[config.mk]
export PLATFORM = sky130hd
export DESIGN_NAME = imm_operand_encoder
export DESIGN_NICKNAME = d
export VERILOG_FILES = /design/src/rtl/imm_operand_encoder.sv
export SDC_FILE = /design/constraint.sdc
export NUM_CORES = 1
export LEC_CHECK = 0
export ABC_AREA = 1
export CORE_MARGIN = 10
export CORE_UTILIZATION = 25
export DETAILED_ROUTE_END_ITERATION = 12
export PLACE_DENSITY = 0.5
export SLEW_MARGIN = 10
export SYNTH_ARGS = -nofsm -noshare
export SYNTH_HDL_FRONTEND = slang
export SYNTH_SLANG_ARGS = --single-unit
export TNS_END_PERCENT = 100
[constraint.sdc]
create_clock -name clk -period 3.8 [get_ports clk]
set_clock_uncertainty 0.15 [all_clocks]
set_input_delay 0.76 -clock clk [delete_from_list [all_inputs] [get_ports clk]]
set_output_delay 0.76 -clock clk [all_outputs]
set_load 0.01 [all_outputs]
[src/rtl/imm_operand_encoder.sv]
// imm_operand_encoder: multi-cycle search for a {rot, imm8} operand2 encoding of a 32-bit constant.
// Optional inverted (MVN/BIC) search is compiled in with `define IMM_ENC_INVERT_EN.
`default_nettype none

module imm_operand_encoder #(
  parameter int ROT_PER_CYCLE = 1
) (
  input  logic        clk,
  input  logic        rst_n,
  input  logic        start,
  input  logic [31:0] value,
  output logic        busy,
  output logic        done,
  output logic        found,
  output logic [11:0] shift_operand,
  output logic        inverted
);

  localparam logic [4:0] STEP = 5'(ROT_PER_CYCLE);

  typedef enum logic [1:0] {IDLE = 2'd0, SEARCH = 2'd1, DONE = 2'd2} state_t;

  state_t      state;
  logic [31:0] val;
  logic [4:0]  rot_base;

  logic        hit;
  logic        hit_inv;
  logic [3:0]  hit_rot;
  logic [7:0]  hit_imm;
  logic        last_cycle;

  function automatic logic [31:0] rol2(input logic [31:0] v, input logic [3:0] r);
    logic [63:0] t;
    t = {v, v} << {r, 1'b0};
    return t[63:32];
  endfunction

  assign last_cycle = ((rot_base + STEP) == 5'd16);

  // Walk rotations from highest to lowest so the lowest matching one overwrites the rest.
  always_comb begin
    logic [3:0]  rot;
    logic [31:0] cand;
    logic [31:0] cand_n;
    hit     = 1'b0;
    hit_inv = 1'b0;
    hit_rot = 4'd0;
    hit_imm = 8'd0;
    rot     = 4'd0;
    cand    = 32'd0;
    cand_n  = 32'd0;
    for (int i = ROT_PER_CYCLE - 1; i >= 0; i--) begin
      rot    = rot_base[3:0] + 4'(i);
      cand   = rol2(val, rot);
      cand_n = rol2(~val, rot);
      if (cand[31:8] == 24'd0) begin
        hit     = 1'b1;
        hit_inv = 1'b0;
        hit_rot = rot;
        hit_imm = cand[7:0];
      end
`ifdef IMM_ENC_INVERT_EN
      else if (cand_n[31:8] == 24'd0) begin
        hit     = 1'b1;
        hit_inv = 1'b1;
        hit_rot = rot;
        hit_imm = cand_n[7:0];
      end
`endif
    end
  end

`ifdef IMM_ENC_INVERT_EN
  logic inv_q;
  assign inverted = inv_q;
`else
  logic unused_inv;
  assign unused_inv = hit_inv;
  assign inverted   = 1'b0;
`endif

  always_ff @(posedge clk or negedge rst_n) begin
    if (!rst_n) begin
      state         <= IDLE;
      val           <= 32'd0;
      rot_base      <= 5'd0;
      busy          <= 1'b0;
      done          <= 1'b0;
      found         <= 1'b0;
      shift_operand <= 12'd0;
`ifdef IMM_ENC_INVERT_EN
      inv_q         <= 1'b0;
`endif
    end else begin
      case (state)
        IDLE: begin
          done <= 1'b0;
          if (start) begin
            val           <= value;
            rot_base      <= 5'd0;
            found         <= 1'b0;
            shift_operand <= 12'd0;
`ifdef IMM_ENC_INVERT_EN
            inv_q         <= 1'b0;
`endif
            busy          <= 1'b1;
            state         <= SEARCH;
          end
        end
        SEARCH: begin
          if (hit) begin
            found         <= 1'b1;
            shift_operand <= {hit_rot, hit_imm};
`ifdef IMM_ENC_INVERT_EN
            inv_q         <= hit_inv;
`endif
            done          <= 1'b1;
            state         <= DONE;
          end else if (last_cycle) begin
            done  <= 1'b1;
            state <= DONE;
          end else begin
            rot_base <= rot_base + STEP;
          end
        end
        DONE: begin
          done  <= 1'b0;
          busy  <= 1'b0;
          state <= IDLE;
        end
        default: begin
          done  <= 1'b0;
          busy  <= 1'b0;
          state <= IDLE;
        end
      endcase
    end
  end

endmodule

`default_nettype wire

# Yosys cells after proc, flatten, opt, wreduce, memory -nomap -nowiden
# Index checks and enable logic that the tools add are counted.
[op_classes] eq_ne=7 mux=22 shifts=1 add_sub_neg=1 reduce_logical=8 bitwise_logic=1
[op_table] op="$shl 64x5->64" count=1
[op_table] op="$logic_not 24->1" count=1
[op_table] op="$mux 12" count=2
[op_table] op="$pmux 12 s2" count=1
[op_table] op="$mux 5" count=3
[op_table] op="$pmux 5 s2" count=1
[op_table] op="$mux 8" count=1
[op_table] op="$ne 2x2->1 const B" count=4
[op_table] op="$mux 1" count=7
[op_table] op="$mux 2" count=3
[op_table] op="$reduce_and 2->1" count=3
[op_table] op="$add 5x1->5 const B" count=1
[op_table] op="$eq 5x5->1 const B" count=1
[op_table] op="$mux 4" count=1
[op_table] op="$pmux 1 s2" count=2
[op_table] op="$pmux 2 s2" count=1
[op_table] op="$reduce_and 4->1" count=1
[op_table] op="$ne 3x3->1 const B" count=1
[op_table] op="$reduce_and 3->1" count=1
[op_table] op="$eq 2x1->1 const B" count=1
[op_table] op="$logic_not 2->1" count=1
[op_table] op="$reduce_bool 2->1" count=1
[op_table] op="$not 1->1" count=1
[totals] in_bits=35 out_inout_bits=16 elab_cells=47 register_bits=54

# Depth between registers and ports, before layout
[depth] word_depth=5 depth_mapped=18 depth_no_buf=15

# Worst setup path before layout
# OpenSTA, ideal clock, no wires.
[synth_timing] kind="reg-to-reg" from="register rot_base[0]" to="register shift_operand[6]" synth_period_minus_slack_ns=2.084 setup_time_ns=0.120 path_stages_with_launch=18 path_buffers=3 required_time_ns=3.530 t_arrival_ns=1.813 setup_slack_ns=1.716 path_cell_list="dfrtp_1 -> buf_4 -> buf_2 -> nand2_1 -> nand3_1 -> nand2_1 -> nand2_1 -> nand2_1 -> nand2_1 -> nor2_1 -> nand2_1 -> nand2_2 -> nand3_2 -> nor2_4 -> nor2_2 -> buf_6 -> nand2_1 -> nand2_1"
[synth_between] elab_chain_len=5 word_cells_on_any_way=8
[synth_lines] item="from (decl)" line_no="25" text="logic [4:0] rot_base;"
[synth_lines] item="from (signal assigned)" line_no="124" text="rot_base <= rot_base + STEP;"
[synth_lines] item="$shl 64x5->64 (*)" line_no="35" text="t = {v, v} << {r, 1'b0};"
[synth_lines] item="$logic_not 24->1" line_no="57" text="if (cand[31:8] == 24'd0) begin"
[synth_lines] item="$mux 8 / $mux 1 (equally long branches)" line_no="57"
[synth_lines] item="$mux 12 / $ne 2x2->1 (equally long branches)"
[synth_lines] item="$pmux 12 s2 / $reduce_and 3->1 (equally long branches)"
[synth_lines] item="to (signal assigned)" line_no="114" text="shift_operand <= {hit_rot, hit_imm};"
[synth_lines] item="to (decl)" line_no="15" text="output logic [11:0] shift_operand,"
# Every way passes the cells marked *; elsewhere a longest branch is shown, timed or not. The select of a mux whose other input is x is not followed.
# A chain may end at the register's enable or synchronous reset.

# Final worst setup path
[layout_timing] from="register rot_base[0]" to="register shift_operand[1]"
# The elaborated chain is that of the path after synthesis.

==> flow_metrics.tcl <==
set metrics [dict create \
    status "complete, no violations" \
    rsz0062_at_grt "false" \
    finalCritPeriodShare_pct 68.9 \
    gr-total-overflow 0 \
    instances_no_fill 761 \
    tns_ns 0 \
    yosysSeqAreaShare_pct 39.1 \
    drt-total-wl_mm 10.5 \
    power_w 0.00358 \
    root_buffer "clkbuf_16" \
    design_area_um2 4210 \
    slowest_stage "dfrtp_1" \
    rr_endpoint "shift_operand[1]" \
    via_per_inst 4.49 \
    netlist_area_um2 3450 \
    crit_type "reg2reg" \
    cts_sinks 54 \
    core.rowCount 42 \
    syn-num-nets 589 \
    ios 51 \
    maxSlewViolCount 0 \
    grt_pass1_vias 3459 \
    antenna_left 0 \
    avgSynthCellArea_um2 6.26 \
    arrival_ns 2.71 \
    hp-start "shift_operand[10]" \
    ctsResizeCount 0 \
    path_cells "buf_4 > nand2_1 > nand3_1 > nand2_1 > nand2_1 > nand2_1 > nand2_1 > nor2_1 > nand2_1 > nand2_1 > nand3_2 > nor2_4 > nor2_2 > nand2_1 > nand2_1" \
    cp-end-kind "flip-flop" \
    n_antenna_cell 0 \
    slowest_delay_ns 0.51 \
    cts_hold_buf 0 \
    critPathBufInv 1 \
    whs_path_depth 2 \
    design.core.area_um2 13400 \
    hold_violations 0 \
    worst_hold_path_type "reg2reg" \
    crit_family "simple AND/OR/NAND/NOR gates" \
    relSlewSlack_pct 55.0 \
    yosysWarningCount 0 \
    grt_max_degree 41 \
    r2r_setup_slack_ns 1.18 \
    synthCells 552 \
    ys_types 26 \
    dp.cells 754 \
    wl_per_cell_um 13.8 \
    worstMarginPinSlew_ns 0.675 \
    critPathRequiredTime_ns 3.89 \
    grt_pass1_wl_mm 17.7 \
    cts_setup_buffers 0 \
    dpl_cell_area_um2 4040 \
    drcViolationCount 0 \
    reg2reg_from "rot_base[0]" \
    power.density_nw_per_um2 852 \
    dp_hpwl_mm 8.09 \
    reg2reg_depth 15 \
    htree_levels 2 \
    cts_tree "yes" \
    die_y_um 138 \
    p_leak_nw 2.25 \
    path_common_cell "nand2_1" \
    place_congestion 0.898 \
    initial_core_util_pct 25.8 \
    clk_latency_ns 0.30 \
    drtIter0Drc 288 \
    whs_endpoint "shift_operand[10]" \
    final_nets 622 \
    clockBufferDepth 2 \
    grt.total_usage_pct 11.9 \
    die_area_um2 18900 \
    layout-drive-gt1-share_pct 4.27 \
    port_buffers 49 \
    ys_seq_elements 54 \
    ir_worst_vdd_mv 0.331 \
    syn_to_final_growth_pct 21.7 \
    vias 3418 \
    clk_pin_slew_worst_paths_ns 0.06 \
    numCtsBuffers 5 \
    critical_path_peak_fanout 32 \
    fin_crit_ns 2.62 \
    startpoint_type "flip-flop" \
    dr.pass1.iters 4 \
    fmax_mhz 382 \
    antenna_found_initial 0 \
    cap_violations 0 \
    fp.dieW_um 138 \
    finalSetupViolCount 0 \
]
## cells by family after synthesis
family,after synthesis,synth area share (%)
AO/OA/AOI/OAI,13,1.88
buffers and inverters,48,7.03
XOR/XNOR,3,0.761
adder cells (fa/ha/maj),2,0.724
flip-flops,54,39.1
AND/OR/NAND/NOR,431,50.4
other,1,0.109
## per-layer routing
metal / GRT usage, % / up-vias / share of wire [%] / wire length, µm
met3: 2.88 / 5 / 5.1 / 537
li1: - / 1778 / - / -
met5: 0 / - / 0 / 0
met4: 3.34 / 0 / 1.2 / 123
met2: 19.4 / 56 / 46 / 4800
met1: 15.2 / 1579 / 48 / 5070
## Yosys cell counts
cell / count / area, µm²
o21ai_1: 6 / 30.0
or2_2: 1 / 6.26
a21oi_1: 3 / 15.0
buf_4: 4 / 30.0
xor2_1: 2 / 17.5
nor2_4: 1 / 11.3
inv_1: 13 / 48.8
ha_1: 2 / 25.0
nand3_2: 1 / 10.0
dfrtp_1: 54 / 1350
clkbuf_1: 6 / 22.5
inv_4: 1 / 6.26
xnor2_1: 1 / 8.76
conb_1: 1 / 3.75
nor2_1: 32 / 120
buf_6: 4 / 45.0
buf_1: 3 / 11.3
nand2_2: 1 / 6.26
nor2_2: 2 / 12.5
o21ai_0: 4 / 20.0
clkinv_1: 1 / 3.75
nand4_1: 3 / 18.8
nand3_1: 73 / 365
buf_2: 12 / 60.1
nand2_1: 317 / 1190
inv_2: 4 / 15.0
## cell type report
type / count / area (µm²)
clock buffer: 6 / 139
clock inverter: 1 / 30.0
fill: 1563 / 9200
inverter: 19 / 73.8
multi-input combinational: 450 / 1860
sequential: 54 / 1350
tap: 176 / 220
timing repair buffer: 55 / 531
## worst max path at each step
stage | start | to | slack (ns) | depth (start not counted)
3_3_place_gp | rot_base[1] | shift_operand[5] | 1.19 | 14
6_report | rot_base[0] | shift_operand[1] | 1.18 | 15
5_1_grt | rot_base[1] | shift_operand[0] | 0.85 | 14
2_1_floorplan | rot_base[0] | shift_operand[6] | 1.72 | 17
3_5_place_dp | rot_base[1] | shift_operand[5] | 1.15 | 14
4_1_cts | rot_base[1] | shift_operand[0] | 1.14 | 14
## state kept, by name, indices dropped and copies added (netlist names)
| signal | flops |
|---|---|
| shift_operand | 12 |
| done | 1 |
| val | 32 |
| found | 1 |
| busy | 1 |
| state | 2 |
| rot_base | 5 |
## tightest hold or removal path: stages (launching register included)
cell and delay (ns):
dfrtp_1 0.34, nand2_1 0.05, nand2_1 0.04
## where the power goes
part / switching [W] / internal (W) / total [W]
clock network: 0.000208 / 0.000325 / 0.000533
registers: 0.000211 / 0.000777 / 0.000988
logic: 0.00141 / 0.000656 / 0.00206
## layout by cell type, fill, tap and decap left out, types with 2 or more instances in the layout
master / synthesis / final
nand2_1: 317 / 317
nand3_1: 73 / 73
dfrtp_1: 54 / 54
clkdlybuf4s50_1: 0 / 48
nor2_1: 32 / 32
inv_1: 13 / 13
o21ai_1: 6 / 6
buf_4: 4 / 6
clkbuf_16: 0 / 5
inv_2: 4 / 4
o21ai_0: 4 / 4
a21oi_1: 3 / 3
nand4_1: 3 / 3
nor2_2: 2 / 2
xor2_1: 2 / 2
ha_1: 2 / 2
## stage by stage
stage	util, %	setup WS (ns)	hold slack [ns]
2_1_floorplan	-	1.72	0.314
3_3_place_gp	30.1	1.19	0.310
3_5_place_dp	30.1	1.15	0.311
4_1_cts	31.4	1.14	0.328
5_1_grt	31.4	0.853	0.347
6_report	31.4	1.18	0.321
No activity file was read; power rests on OpenSTA's default activity.
